$ cat config.mk
export PLATFORM = sky130hd
export DESIGN_NAME = la_ioxtal_ctrl
export DESIGN_NICKNAME = d
export VERILOG_FILES = /design/src/rtl/la_ioxtal_pkg.sv /design/src/rtl/la_dsync.sv /design/src/rtl/la_ioxtal_ctrl.sv
export SDC_FILE = /design/constraint.sdc
export NUM_CORES = 1
export LEC_CHECK = 0
export BUFFER_PORTS_ARGS = -buffer_cell sky130_fd_sc_hd__buf_4
export CORE_MARGIN = 3
export CORE_UTILIZATION = 45
export DETAILED_ROUTE_END_ITERATION = 6
export PLACE_DENSITY = 0.63
export SLEW_MARGIN = 10
export SYNTH_ARGS = -nofsm -noshare
export SYNTH_HDL_FRONTEND = slang
export SYNTH_SLANG_ARGS = --single-unit
$ cat constraint.sdc
create_clock -name clk -period 4 [get_ports clk]
set_input_delay 0 -clock clk [delete_from_list [all_inputs] [get_ports clk]]
set_output_delay 0 -clock clk [all_outputs]
set_load 0.02 [all_outputs]
$ cat src/rtl/la_ioxtal_pkg.sv
// la_ioxtal_pkg: state encoding and helpers for the crystal oscillator supervisor
package la_ioxtal_pkg;

    typedef enum logic [2:0] {
        S_IDLE    = 3'd0,
        S_START   = 3'd1,
        S_MEAS    = 3'd2,
        S_GOOD    = 3'd3,
        S_BACKOFF = 3'd4,
        S_ERROR   = 3'd5
    } state_t;

    function automatic int imax(input int a, input int b);
        return (a > b) ? a : b;
    endfunction

endpackage

$ cat src/rtl/la_dsync.sv
// la_dsync: two-flop synchronizer for a single asynchronous level
module la_dsync (
    input  logic clk,
    input  logic nreset,
    input  logic i_in,
    output logic o_out
);

    logic [1:0] r_sync;

    // shift the asynchronous level through two flops
    always_ff @(posedge clk or negedge nreset) begin
        if (!nreset) r_sync <= '0;
        else         r_sync <= {r_sync[0], i_in};
    end

    assign o_out = r_sync[1];

endmodule

$ cat src/rtl/la_ioxtal_ctrl.sv
// la_ioxtal_ctrl: xtal startup, activity qualification, retry and error supervision
module la_ioxtal_ctrl
    import la_ioxtal_pkg::*;
#(
    parameter int CNTW    = 12,
    parameter int WINDOW  = 256,
    parameter int STARTUP = 1024,
    parameter int LOCKN   = 4,
    parameter int RETRIES = 3,
    parameter int RW      = 2
) (
    input  logic            clk,
    input  logic            nreset,
    input  logic            en,
    input  logic            xtal_tgl,
    input  logic [CNTW-1:0] cnt_min,
    input  logic [CNTW-1:0] cnt_max,
    output logic            xtal_en,
    output logic            xtal_good,
    output logic            error,
    output logic [2:0]      state,
    output logic [CNTW-1:0] edge_cnt,
    output logic [RW-1:0]   retry
);

    localparam int TW = $clog2(imax(STARTUP, WINDOW));
    localparam int GW = $clog2(LOCKN + 1);
    localparam logic [CNTW-1:0] SAT = '1;

    state_t          r_state, w_next, w_fail_dest;
    logic [TW-1:0]   r_timer;
    logic [CNTW-1:0] r_cnt, r_edge_cnt, w_total;
    logic [GW-1:0]   r_good_n;
    logic [RW-1:0]   r_retry;
    logic            r_prev, r_xtal_en, r_xtal_good, r_error;
    logic            w_sync, w_edge, w_win_end, w_pass, w_fail;

    la_dsync u_dsync (
        .clk    (clk),
        .nreset (nreset),
        .i_in   (xtal_tgl),
        .o_out  (w_sync)
    );

    assign w_edge      = w_sync ^ r_prev;
    assign w_win_end   = (r_state == S_MEAS || r_state == S_GOOD) && r_timer == TW'(WINDOW - 1);
    assign w_total     = (r_cnt == SAT) ? SAT : r_cnt + CNTW'(w_edge);
    assign w_pass      = (w_total >= cnt_min) && (w_total <= cnt_max);
    assign w_fail_dest = (r_retry == RW'(RETRIES)) ? S_ERROR : S_BACKOFF;

    // next state; en low overrides everything and returns to IDLE
    always_comb begin
        w_next = r_state;
        w_fail = 1'b0;
        case (r_state)
            S_IDLE:    w_next = S_START;
            S_START:   if (r_timer == TW'(STARTUP - 1)) w_next = S_MEAS;
            S_MEAS, S_GOOD: if (w_win_end) begin
                w_fail = !w_pass;
                w_next = !w_pass ? w_fail_dest :
                         (r_state == S_GOOD || r_good_n == GW'(LOCKN - 1)) ? S_GOOD : S_MEAS;
            end
            S_BACKOFF: if (r_timer == TW'(WINDOW - 1)) w_next = S_START;
            S_ERROR:   w_next = S_ERROR;
            default:   w_next = S_IDLE;
        endcase
        if (!en) begin
            w_next = S_IDLE;
            w_fail = 1'b0;
        end
    end

    // state register and edge-detect history
    always_ff @(posedge clk or negedge nreset) begin
        if (!nreset) begin
            r_state <= S_IDLE;
            r_prev  <= 1'b0;
        end else begin
            r_state <= w_next;
            r_prev  <= w_sync;
        end
    end

    // shared timer restarts on every state entry and at each window boundary
    always_ff @(posedge clk or negedge nreset) begin
        if (!nreset)                            r_timer <= '0;
        else if (w_next != r_state || w_win_end) r_timer <= '0;
        else                                    r_timer <= r_timer + 1'b1;
    end

    // saturating edge counter; only counts while measuring
    always_ff @(posedge clk or negedge nreset) begin
        if (!nreset) begin
            r_cnt      <= '0;
            r_edge_cnt <= '0;
        end else if (w_win_end) begin
            r_cnt      <= '0;
            r_edge_cnt <= w_total;
        end else begin
            r_cnt      <= (r_state == S_MEAS || r_state == S_GOOD) ? w_total : '0;
        end
    end

    // consecutive good windows in the current attempt
    always_ff @(posedge clk or negedge nreset) begin
        if (!nreset)                                     r_good_n <= '0;
        else if (r_state == S_START)                     r_good_n <= '0;
        else if (r_state == S_MEAS && w_win_end && w_pass) r_good_n <= r_good_n + 1'b1;
    end

    // failed-attempt count; cleared by lock or by disable
    always_ff @(posedge clk or negedge nreset) begin
        if (!nreset)                                  r_retry <= '0;
        else if (!en)                                 r_retry <= '0;
        else if (r_state == S_MEAS && w_next == S_GOOD) r_retry <= '0;
        else if (w_fail && w_next == S_BACKOFF)       r_retry <= r_retry + 1'b1;
    end

    // registered outputs follow the state being entered
    always_ff @(posedge clk or negedge nreset) begin
        if (!nreset) begin
            r_xtal_en   <= 1'b0;
            r_xtal_good <= 1'b0;
            r_error     <= 1'b0;
        end else begin
            r_xtal_en   <= w_next inside {S_START, S_MEAS, S_GOOD};
            r_xtal_good <= w_next == S_GOOD;
            r_error     <= w_next == S_ERROR;
        end
    end

    assign xtal_en   = r_xtal_en;
    assign xtal_good = r_xtal_good;
    assign error     = r_error;
    assign state     = r_state;
    assign edge_cnt  = r_edge_cnt;
    assign retry     = r_retry;

endmodule

---- Yosys cells after proc, flatten, opt, wreduce, memory -nomap -nowiden ----
Index checks and enable logic that the tools add are counted.
word-level totals
  register bits ........................... 48
  output and inout bits ................... 20
  word-level logic and storage cells ...... 69
operators by class
  add/subtract/negate cells ............... 4
  magnitude comparators ................... 2
  equal/unequal tests ..................... 17
  mux-type cells .......................... 20
  bitwise gates (word level) .............. 1
  reductions and logical operators ........ 14
operator list
  kind                   count
  $mux 12                3
  $mux 3                 7
  $eq 3x2->1 const B     5
  $pmux 3 s5             1
  $add 12x1->12          1
  $eq 12x12->1 const B   1
  $eq 3x3->1 const B     4
  $ge 12x12->1           1
  $le 12x12->1           1
  $add 10x1->10 const B  1
  $eq 10x10->1 const B   1
  $eq 10x8->1 const B    1
  $mux 10                1
  $eq 3x1->1 const B     2
  $logic_and 1x1->1      6
  $mux 2                 3
  $mux 1                 5
  $add 3x1->3 const B    1
  $logic_not 3->1        1
  $logic_or 1x1->1       3
  $ne 3x1->1 const B     1
  $ne 3x3->1             1
  $reduce_bool 3->1      1
  $add 2x1->2 const B    1
  5 further kinds        5

---- Depth between registers and ports, before layout ----
Gate-level depths: netlist of the first run.
  word-level depth ........................ 14
  mapped depth ............................ 18
  gate-level depth less buffers ........... 16

---- By module ----
Synthesis of the first run repeated with hierarchy kept, for this count alone.
second synthesis, totals
  cells, all modules ...................... 338
  area total of the unflattened synthesis .. 3,099.2 µm²
modules (own cells, without submodules)
  module          instances  cells each  area an instance (µm²)  seq. area each (µm²)
  la_ioxtal_ctrl  1          336         3,049.2                 1,151.1
  la_dsync        1          2           50.0                    50.0

---- Worst setup path after synthesis of the first run ----
No wires, ideal clock.
  path type ............................... register to register
  start ................................... register r_cnt[5]
  end ..................................... register r_timer[3]
  setup time .............................. 0.104 ns
  arrival ................................. 3.572 ns
  required time ........................... 3.896 ns
  path slack .............................. 0.324 ns
  stages on the path, launching flop included .. 16
  path buffers ............................ 1
  period minus slack after synthesis ...... 3.676 ns
  path through ............................ dfrtp_1 and3_1 and3_1 nand2_1 nor3_1 nor2_1 ha_1 nand2b_1 a2111oi_0 a2bb2oi_1 nand4b_1 o311a_4 a32oi_2 clkbuf_1 o21ai_0 o41ai_2
between the ends
  cells in the longest elaborated chain, start to end .. 11
ends and longest elaborated chain
  what                                           line                   source
  start: declaration                             la_ioxtal_ctrl.sv:32   logic [CNTW-1:0] r_cnt, r_edge_cnt, w_total;
  start signal: assignment                       la_ioxtal_ctrl.sv:100  r_cnt <= (r_state == S_MEAS || r_state == S_GOOD) ? w_total : '0;
  $add 12x1->12 or $eq 12x12->1 (tied branches)  la_ioxtal_ctrl.sv:47   assign w_total = (r_cnt == SAT) ? SAT : r_cnt + CNTW'(w_edge);
  $mux 12 (*)                                    la_ioxtal_ctrl.sv:47
  $ge 12x12->1 or $le 12x12->1 (tied branches)   la_ioxtal_ctrl.sv:48   assign w_pass = (w_total >= cnt_min) && (w_total <= cnt_max);
  $logic_and 1x1->1 (*)                          la_ioxtal_ctrl.sv:48
  $mux 3 (*)                                     la_ioxtal_ctrl.sv:60   w_next = !w_pass ? w_fail_dest :
  $mux 3 (*)                                     la_ioxtal_ctrl.sv:58   S_MEAS, S_GOOD: if (w_win_end) begin
  $pmux 3 s5 (*)                                 la_ioxtal_ctrl.sv:55   case (r_state)
  $mux 3 (*)                                     la_ioxtal_ctrl.sv:67   if (!en) begin
  $ne 3x3->1 (*)                                 la_ioxtal_ctrl.sv:87   else if (w_next != r_state || w_win_end) r_timer <= '0;
  $logic_or 1x1->1 (*)                           la_ioxtal_ctrl.sv:87
  $mux 10 (*)                                    la_ioxtal_ctrl.sv:87
  end signal: assignment                         la_ioxtal_ctrl.sv:88   else r_timer <= r_timer + 1'b1;
  end: declaration                               la_ioxtal_ctrl.sv:31   logic [TW-1:0] r_timer;
Every way passes the cells marked *; elsewhere a longest branch is shown, timed or not.
A chain may end at the register's enable or synchronous reset.

---- Worst setup path after layout of the first run ----
  start ................................... register r_prev
  end ..................................... register r_retry[0], in the netlist retry[0]
between the ends
  cells in the longest elaborated chain, start to end .. 13
ends and longest elaborated chain
  what                                          line                   source
  start: declaration                            la_ioxtal_ctrl.sv:35   logic r_prev, r_xtal_en, r_xtal_good, r_error;
  start signal: assignment                      la_ioxtal_ctrl.sv:80   r_prev <= w_sync;
  $xor 1x1->1 (*)                               la_ioxtal_ctrl.sv:45   assign w_edge = w_sync ^ r_prev;
  $add 12x1->12 (*)                             la_ioxtal_ctrl.sv:47
  $mux 12 (*)                                   la_ioxtal_ctrl.sv:47
  named net w_total[10]                         la_ioxtal_ctrl.sv:32
  $ge 12x12->1 or $le 12x12->1 (tied branches)  la_ioxtal_ctrl.sv:48
  $logic_and 1x1->1 (*)                         la_ioxtal_ctrl.sv:48
  $mux 3                                        la_ioxtal_ctrl.sv:60
  $mux 3                                        la_ioxtal_ctrl.sv:58
  $pmux 3 s5                                    la_ioxtal_ctrl.sv:55
  $mux 3                                        la_ioxtal_ctrl.sv:67
  $eq 3x2->1                                    la_ioxtal_ctrl.sv:115  else if (r_state == S_MEAS && w_next == S_GOOD) r_retry <= '0;
  $logic_and 1x1->1                             la_ioxtal_ctrl.sv:115
  $mux 2                                        la_ioxtal_ctrl.sv:115
  $mux 2                                        la_ioxtal_ctrl.sv:114  else if (!en) r_retry <= '0;
  end signal: assignment                        la_ioxtal_ctrl.sv:116  else if (w_fail && w_next == S_BACKOFF) r_retry <= r_retry + 1'b1;
  end: declaration                              la_ioxtal_ctrl.sv:34   logic [RW-1:0] r_retry;
Mark *: on every way through the listed nets, which the timed path passes. The rest lies on a longest branch.

==> flow_summary_export.csv, run 1 <==
group,metric,value,unit
status,status,"finished clean",
synth,ys_types,49,
setup_path,end_kind,"flip-flop",
floorplan,core_area,6490,um^2
synth,yosys.area_share.simple,0.188,
synth,syn_inst,333,
cells_and_area,synthToLayoutAreaGrowth,19.4,%
cells_and_area,regArea,1200,um^2
synth,synth_ff_type,"dfrtp_1",
timing,fin_setup_tns,0,ns
cts,cts_buffers,5,
setup_path,cp-start-kind,"flip-flop",
global_routing,grt-ovfl-total,0,
global_routing,grt_usage,0.187,
hold_path,hold_end,"state[0]$_DFF_PN0_",
floorplan,die_w,88.8,um
timing,rsz0062_at_grt,"false",
setup_path,arrival,3.94,ns
synth,synth_common_cells,"dfrtp_1, inv_1, ha_1",
synth,yosys_register_bits,48,
synth,synth_warnings,0,
synth,syn_area,3090,um^2
floorplan,die_h,88.8,um
setup_path,criticalPathCategory,"reg2reg",
timing,drv_slew,0,
floorplan,start_util,0.475,
cells_and_area,fin_util,0.567,
timing,setup_viol,0,
synth,yosysSeqAreaShare,0.389,
timing,relSlewSlack,0.448,
setup_path,required,4.21,ns
timing,skew,0.00913,ns
timing,fmax,0.268,GHz
setup_path,r2r_setup_slack,0.27,ns
cells_and_area,nets,444,
route,wire_per_inst,14.8,um
power,peakVddDrop,0.108,mV
route,first_pass_iters,4,
cells_and_area,multiInputGateArea,1720,um^2
setup_path,reg2reg_from,"r_prev$_DFF_PN0_",
cts,htreeDepth,2,
route,ant_nets,0,
setup_path,rr_endpoint,"retry[0]$_DFFE_PN0P_",
synth,synth_xor_area_frac,0.0426,
synth,async_reset_ff_frac,1.00,
job,drv_cap,0,
timing,fin_crit,3.73,ns
place,io_buffers,47,
synth,synth_edf_count,0,
route,drc,0,
floorplan,io_pins,48,
synth,synth_mux_area_frac,0.0138,
timing,worst_slew_pin_slew,0.829,ns
place,hpwl,5220,um
cts,clkSinkCount,48,
setup_path,r2r.worst_path.cells,17,
cts,clkLatencyLatePin,0.30,ns
route,vias,2546,
route,drtIter0Drc,98,
hold_path,holdPathStages,3,
synth,yosys.area.top_type,"dfrtp_1",
power,leakage,0.00192,uW
floorplan,die_area,7890,um^2
setup_path,worstPathMaxFanout,12,
global_routing,antenna_found_initial,0,
route,vias_per_cell,5.49,
global_routing,grt_pass1_wl,11400,um
power,powerDensity,241,nW/um^2
global_routing,grt_pass1_vias,2512,
global_routing,grt_max_degree,49,
cts,cts.reportedPaths.clkPinSlew,0.09,ns
synth,synthAdderAreaFrac,0.122,
synth,synth.top_cells.by_area,"dfrtp_1, ha_1, inv_1",
timing,fin_crit_sh,0.933,
cts,clockBufferDepth,2,
hold_path,worstHoldStart,"en",
route,postRouteWirelength,6870,um
power,p_total,888,uW
cts,cts_setup_buffers,0,
cts,cts_tree,"built",
floorplan,rows,29,
synth,synthesis.nets,391,
cells_and_area,drive_gt1_frac,0.225,
synth,synth_top_area_share,0.389,
hold_path,hold_class,"in2reg",
cts,cts_root_buf,"clkbuf_8",
place,routabilityCongestion,0.832,
synth,syn_area_per_cell,9.27,um^2
timing,hold_viol,0,
cells_and_area,diodes,0,
synth,synth_top_family_by_area,"simple AND/OR/NAND/NOR gates",
synth,synth.most_common_cell,"dfrtp_1",
synth,synth-compound-area-share,0.182,
cells_and_area,nFillCells,612,
worst max path at each step:
stage                                 from                      end  cells after the start
2_1_floorplan           r_cnt[5]$_DFF_PN0_     r_timer[3]$_DFF_PN0_                     15
3_3_place_gp   u_dsync.r_sync[1]$_DFF_PN0_  r_good_n[2]$_DFFE_PN0P_                     16
3_5_place_dp   u_dsync.r_sync[1]$_DFF_PN0_     r_timer[2]$_DFF_PN0_                     16
4_1_cts        u_dsync.r_sync[1]$_DFF_PN0_     r_timer[2]$_DFF_PN0_                     16
5_1_grt                 r_cnt[5]$_DFF_PN0_     retry[0]$_DFFE_PN0P_                     15
6_report                  r_prev$_DFF_PN0_     retry[0]$_DFFE_PN0P_                     17
flip-flops by register name, summed over array words and instances, names as in the netlist:
name,cells
r_timer,10
edge_cnt,12
error,1
u_dsync.r_sync,2
r_cnt,12
state,3
xtal_en,1
xtal_good,1
r_prev,1
r_good_n,3
retry,2
power breakdown:
group	total (uW)	internal (uW)	switching [uW]	leakage [uW]
Clock	307	140	166	0.0000434
Combinational	82.2	38.7	43.5	0.00122
Sequential	500	491	8.76	0.000657
logic make-up after synthesis:
group                      Yosys count
DFF                                 48
adders and majority gates           30
and+or+nand+nor                    109
xor gates and xnor gates            15
buffers and inverters               49
muxes                                4
AOI/OAI and AO/OA                   78
cell type report:
| class | instances | area share |
|---|---|---|
| multi-input combinational | 236 | 0.467 |
| clock buffer | 6 | 0.0224 |
| clock inverter | 2 | 0.00407 |
| inverter | 40 | 0.0407 |
| sequential | 48 | 0.326 |
| tap | 77 | 0.0261 |
| timing repair buffer | 55 | 0.113 |
layer usage:
metal / global-route usage / vias up / part of all wire
met2: 0.343 / 46 / 0.52
met5: 0 / - / 0
li1: - / 1273 / -
met3: 0.0279 / 7 / 0.033
met1: 0.224 / 1220 / 0.44
met4: 0.0522 / 0 / 0.011
stage by stage:
| stage | cells | hold slack [ns] | area (um^2) | setup WS (ns) |
|---|---|---|---|---|
| after detailed placement | 454 | 0.0644 | 3540 | -0.00217 |
| after CTS | 464 | 0.0583 | 3660 | 0.0758 |
| after global routing | 464 | 0.0871 | 3680 | 0.0211 |
| after global placement | 454 | 0.0587 | 3540 | 0.141 |
| final | 464 | 0.0735 | 3680 | 0.268 |
| after floorplan | 333 | -0.296 | 3090 | 0.324 |
critical path, stage by stage (launching register included):
cell and delay [ns]:
dfrtp_1 0.39, xor2_1 0.18, ha_2 0.24, ha_1 0.20, and4_2 0.32, nand3_1 0.12, a21oi_2 0.22, inv_1 0.10
ha_1 0.30, nand2_1 0.05, o21a_1 0.19, a21oi_1 0.17, o21ai_2 0.10, o311a_4 0.38, a32oi_2 0.17, buf_4 0.22
nor2_1 0.08, a211oi_1 0.20
what timing repair did:
action / 4_1_cts / 5_1_grt
gates resized for setup: 1 / 7
pin swaps: 0 / 0
cloned: 0 / 0
hold endpoints to repair: 49 / 0
setup endpoints to repair: 2 / 18
hold buffers: 2 / 0
cell usage in the layout, fill, tap and decap left out, types with 2 or more instances in the layout:
master	count
and3_1	3
nand2b_1	2
ha_1	29
clkbuf_8	6
nand2_1	29
mux2i_1	2
dfrtp_1	48
nor2_1	24
and4_1	3
a21oi_2	2
o21ai_1	3
clkinvlp_4	2
a21oi_1	16
a21o_1	5
o41ai_2	8
o21a_1	3
inv_1	38
nor3_1	16
o21ai_0	25
dlygate4sd3_1	2
xnor2_1	8
a211oi_1	2
nor2b_1	5
xor2_1	7
o211ai_1	3
nor3_2	2
buf_4	53
nand3_1	11
nand4_1	4
Note: power is estimated with default switching activity, not from simulation.
==> run 2, diff against run 1 <==
Settings changed: PLACE_DENSITY 0.63 to 0.65.
Clock period 4 ns to 3.25 ns, I/O delays scaled along.
==> flow_summary_export.csv, run 2 (synthesis gave the netlist of run 1 again) <==
group,metric,value,unit
status,status,"complete, but fails checks",
status,failed_checks,"negative setup slack",
power,p_total,1260,uW
timing,fin_crit_sh,1.06,
route,wire_per_inst,15.3,um
floorplan,start_util,0.475,
route,vias,2724,
cts,clkSinkCount,48,
hold_path,hold_class,"in2reg",
global_routing,grt-ovfl-total,0,
place,routabilityCongestion,0.797,
cells_and_area,drive_gt1_frac,0.371,
setup_path,cp_num_buf_inv,1,
power,swShare,0.230,
setup_path,reg2reg_from,"u_dsync.r_sync[1]$_DFF_PN0_",
place,io_buffers,47,
floorplan,die_w,88.8,um
timing,setup_viol,18,
floorplan,io_pins,48,
setup_path,cpMostUsedCell,"ha_4",
timing,relSlewSlack,0.582,
cells_and_area,final_cell_mix,"buf_4, dfrtp_1, inv_1, nand2_1, ha_1",
timing,hold_slack,0.0669,ns
cts,cts_buffers,5,
global_routing,grt_usage,0.210,
global_routing,antenna_found_initial,0,
timing,fin_setup_tns,-1.91,ns
timing,hold_viol,0,
power,combPwrFrac,0.097,
power,leakage,0.00218,uW
global_routing,grt_max_degree,49,
floorplan,die_area,7890,um^2
power,p_int,972,uW
setup_path,arrival,3.63,ns
timing,setup_slack,-0.197,ns
power,clock_power_share,0.419,
floorplan,core_area,6490,um^2
setup_path,required,3.43,ns
place,numPlacedInstances,486,
timing,worst_slew_pin_slew,0.627,ns
global_routing,grt_pass1_wl,12900,um
cts,htreeDepth,2,
power,peakVddDrop,0.313,mV
route,drtIter0Drc,85,
setup_path,crit_slowest_cell,"dfrtp_1",
route,postRouteWirelength,7750,um
setup_path,r2r.worst_path.cells,16,
setup_path,crit_family,"compound AO/OA/AOI/OAI gates",
power,seq_power_share,0.484,
timing,drv_slew,0,
cts,cts_root_buf,"clkbuf_8",
timing,rsz0062_at_grt,"true",
route,vias_per_cell,5.39,
power,powerDensity,299,nW/um^2
floorplan,die_h,88.8,um
power,power_switching,291,uW
cells_and_area,stdcell_count,505,
setup_path,worstSetupStartpoint,"u_dsync.r_sync[1]$_DFF_PN0_",
route,ant_nets,0,
floorplan,rows,29,
cells_and_area,diodes,0,
hold_path,holdPathStages,3,
setup_path,critical_path_depth,16,
hold_path,worstHoldStart,"en",
setup_path,cp-start-kind,"flip-flop",
setup_path,end_kind,"flip-flop",
cts,clockBufferDepth,2,
route,drc,0,
cts,cts_tree,"built",
global_routing,grt_pass1_vias,2805,
place,hpwl,5500,um
setup_path,worstPathMaxFanout,7,
timing,fin_crit,3.45,ns
setup_path,critPathMaxStageDelay,0.40,ns
route,first_pass_iters,4,
setup_path,criticalPathCategory,"reg2reg",
timing,skew,0.00913,ns
cts,cts.reportedPaths.clkPinSlew,0.10,ns
cells_and_area,nets,485,
cts,clkLatencyLatePin,0.31,ns
setup_path,path_cells,"xor2_1 -> ha_2 -> ha_4 -> and4_4 -> nand3_2 -> a21oi_2 -> inv_2 -> ha_4 -> nand2_1 -> o21a_1 -> o211ai_1 -> o21ai_2 -> o311a_4 -> nor4b_4 -> mux2i_1 -> a211oi_2",
cells_and_area,fin_util,0.652,
timing,fmax,0.290,GHz
cells_and_area,layout_commonest_cell,"buf_4",
job,drv_cap,0,
cells_and_area,synthToLayoutAreaGrowth,37.1,%
## run 2: what timing repair did
item	4_1_cts	5_1_grt
endpoints found under the setup margin	20	21
buffers inserted	3	4
pin swaps	14	11
hold endpoints to repair	49	0
cloned	2	0
hold buffers	2	0
resized for setup	31	13
## run 2: final timing paths
check | endpoint | slack [ns]
worst max-delay path | retry[1]$_DFFE_PN0P_ | -0.20
worst min-delay path | r_timer[9]$_DFF_PN0_ | 0.07
worst max register to register | retry[1]$_DFFE_PN0P_ | -0.20
worst min register to register | u_dsync.r_sync[1]$_DFF_PN0_ | 0.37
max in group asynchronous | r_good_n[1]$_DFFE_PN0P_ | 2.58
min in group asynchronous | r_cnt[4]$_DFF_PN0_ | 0.24
## run 2: power by group through the flow
stage / Sequential [uW] / Clock (uW) / Combinational, uW
2_1_floorplan: 623 / 0 / 53.7
3_3_place_gp: 623 / 0 / 109
3_5_place_dp: 623 / 0 / 111
4_1_cts: 612 / 542 / 121
5_1_grt: 614 / 569 / 136
6_report: 612 / 529 / 122
## run 2: cell type report
type | count | area [um^2]
clock buffer | 5 | 68.8
clock inverter | 3 | 68.8
fill | 547 | 2260
inverter | 40 | 150
multi-input combinational | 237 | 1910
sequential | 48 | 1200
tap | 77 | 96.3
timing repair buffer | 95 | 733
## run 2: worst reg2reg max path: stages (launching register included)
cell      delay (ns)
dfrtp_1         0.40
xor2_1          0.16
ha_2            0.24
ha_4            0.14
and4_4          0.26
nand3_2         0.09
a21oi_2         0.16
inv_2           0.09
ha_4            0.27
nand2_1         0.04
o21a_1          0.19
o211ai_1        0.12
o21ai_2         0.12
o311a_4         0.35
nor4b_4         0.34
mux2i_1         0.29
a211oi_2        0.05
## run 2: per-stage QoR
step / cell area, um^2 / setup WS [ns]
final: 4230 / -0.197
after global routing: 4230 / -0.380
after CTS: 4160 / -0.118
after detailed placement: 3830 / -0.306
after global placement: 3830 / -0.223
after floorplan: 3150 / -0.0680
## run 2: routing by layer
metal / part of all wire / global-route usage
met3: 0.033 / 0.0345
met5: 0 / 0
met4: 0.017 / 0.0769
met1: 0.41 / 0.242
met2: 0.54 / 0.388
==> run 3, diff against run 2 <==
Settings changed: CAP_MARGIN from default to 20, CORE_UTILIZATION 45 to 52, PLACE_DENSITY 0.65 to 0.74.
==> flow_summary_export.csv, run 3 (synthesis gave the netlist of run 1 again) <==
group,metric,value,unit
timing,relSlewSlack,0.589,
route,ant_nets,0,
cts,clkLatencyLatePin,0.30,ns
global_routing,grt-ovfl-total,0,
place,routabilityCongestion,0.854,
global_routing,grt_pass1_vias,2868,
cts,cts_root_buf,"clkbuf_8",
floorplan,start_util,0.547,
route,wire_per_inst,15.4,um
cells_and_area,regArea,1200,um^2
floorplan,die_h,83.0,um
timing,fmax,0.290,GHz
route,drc,0,
power,swShare,0.226,
setup_path,worstPathMaxFanout,7,
power,peakVddDrop,0.259,mV
global_routing,grt_pass1_wl,12800,um
timing,fin_crit,3.45,ns
cts,clkSinkCount,48,
hold_path,worstHoldStart,"en",
timing,drv_slew,0,
hold_path,hold_class,"in2reg",
status,status,"complete, but fails checks",
route,vias,2791,
cells_and_area,multiInputGateArea,1920,um^2
setup_path,path_cells,"xor2_1 -> ha_2 -> ha_4 -> and4_4 -> nand3_2 -> a21oi_2 -> inv_2 -> ha_4 -> nand2_2 -> o21a_1 -> a21oi_2 -> o21ai_4 -> o311a_4 -> nor4b_4 -> mux2i_1 -> a211oi_2",
global_routing,grt_usage,0.222,
route,first_pass_iters,4,
hold_path,hold_end,"state[0]$_DFF_PN0_",
cells_and_area,final_cell_mix,"buf_4, dfrtp_1, inv_1, nand2_1, ha_1",
setup_path,rr_endpoint,"retry[1]$_DFFE_PN0P_",
cells_and_area,nets,486,
timing,setup_viol,19,
cells_and_area,drive_gt1_frac,0.368,
floorplan,rows,27,
setup_path,cp_num_buf_inv,1,
cts,htreeDepth,2,
timing,skew,0.00708,ns
power,clock_power_share,0.416,
setup_path,criticalPathCategory,"reg2reg",
timing,rsz0062_at_grt,"true",
timing,setup_slack,-0.195,ns
route,postRouteWirelength,7710,um
cells_and_area,stdcell_count,501,
place,numPlacedInstances,482,
global_routing,grt_max_degree,49,
power,seq_power_share,0.487,
setup_path,critPathMaxStageDelay,0.39,ns
power,powerDensity,297,nW/um^2
setup_path,required,3.43,ns
power,p_int,972,uW
route,drtIter0Drc,108,
setup_path,reg2reg_from,"r_prev$_DFF_PN0_",
setup_path,r2r_setup_slack,-0.20,ns
hold_path,holdPathStages,3,
cts,cts.reportedPaths.clkPinSlew,0.09,ns
setup_path,arrival,3.62,ns
floorplan,core_area,5640,um^2
place,hpwl,5500,um
cells_and_area,synthToLayoutAreaGrowth,37.2,%
setup_path,crit_family,"compound AO/OA/AOI/OAI gates",
timing,fin_crit_sh,1.06,
setup_path,cp-start-kind,"flip-flop",
global_routing,antenna_found_initial,0,
place,placed_area,3830,um^2
job,drv_cap,0,
status,failed_checks,"negative setup slack",
power,power_switching,284,uW
cts,cts_tree,"built",
power,leakage,0.00218,uW
floorplan,die_w,83.0,um
floorplan,die_area,6900,um^2
timing,hold_viol,0,
setup_path,end_kind,"flip-flop",
cells_and_area,layout_commonest_cell,"buf_4",
cts,cts_buffers,5,
cells_and_area,finish.instance_area,4240,um^2
cells_and_area,nFillCells,409,
power,combPwrFrac,0.098,
timing,hold_slack,0.0388,ns
place,io_buffers,47,
cells_and_area,diodes,0,
setup_path,crit_slowest_cell,"dfrtp_1",
floorplan,io_pins,48,
timing,worst_slew_pin_slew,0.617,ns
cts,clockBufferDepth,2,
route,vias_per_cell,5.57,
setup_path,r2r.worst_path.cells,16,
-- run 3: cell types whose count changed in the layout (fill, tap and decap cells not counted), sizes merged --
cell | before | now
buf | 93 | 94
-- run 3: worst max path at each step --
stage	from	cells past startpoint	slack, ns	end
2_1_floorplan	u_dsync.r_sync[1]$_DFF_PN0_	18	-0.07	r_timer[1]$_DFF_PN0_
3_3_place_gp	u_dsync.r_sync[1]$_DFF_PN0_	15	-0.14	retry[0]$_DFFE_PN0P_
3_5_place_dp	u_dsync.r_sync[1]$_DFF_PN0_	16	-0.32	r_timer[9]$_DFF_PN0_
4_1_cts	u_dsync.r_sync[1]$_DFF_PN0_	16	-0.12	retry[1]$_DFFE_PN0P_
5_1_grt	u_dsync.r_sync[1]$_DFF_PN0_	16	-0.36	retry[1]$_DFFE_PN0P_
6_report	r_prev$_DFF_PN0_	16	-0.20	retry[1]$_DFFE_PN0P_
-- run 3: cell type report --
type | instances | area share
sequential | 48 | 0.284
clock buffer | 5 | 0.0162
clock inverter | 3 | 0.0162
multi-input combinational | 237 | 0.452
timing repair buffer | 96 | 0.175
tap | 72 | 0.0213
inverter | 40 | 0.0355
-- run 3: layer usage --
metal	vias up	wire [um]	track usage
li1	1364	-	-
met5	-	0	0
met1	1347	3070	0.251
met2	59	4170	0.420
met4	0	212	0.0728
met3	21	259	0.0377
-- run 3: power groups by stage --
stage               Sequential [uW]  Combinational [uW]  Clock [uW]
CTS                             611                 117         535
detailed placement              623                 110           0
floorplan                       623                53.7           0
global placement                622                 107           0
global route                    612                 138         558
finish                          611                 123         522
-- run 3: stage by stage --
step	setup TNS [ns]	setup WS [ns]	utilization	total power, uW
2_1_floorplan	-0.595	-0.0680	-	677
3_3_place_gp	-1.78	-0.144	0.680	729
3_5_place_dp	-3.96	-0.317	0.680	733
4_1_cts	-1.26	-0.123	0.732	1260
5_1_grt	-6.28	-0.364	0.751	1310
6_report	-2.88	-0.195	0.751	1260
-- run 3: worst register-to-register path: stages (launching register included) --
cell	delay, ns
dfrtp_1	0.39
xor2_1	0.17
ha_2	0.24
ha_4	0.14
and4_4	0.25
nand3_2	0.09
a21oi_2	0.17
inv_2	0.08
ha_4	0.27
nand2_2	0.04
o21a_1	0.19
a21oi_2	0.19
o21ai_4	0.09
o311a_4	0.35
nor4b_4	0.32
mux2i_1	0.28
a211oi_2	0.07
-- run 3: repair_timing --
item | CTS | global route
buffers inserted | 5 | 2
hold buffers | 2 | 0
endpoints found under the setup margin | 20 | 20
pin swaps | 7 | 9
endpoints found under the hold margin | 49 | 0
gates resized for setup | 21 | 17
gates cloned | 1 | 1
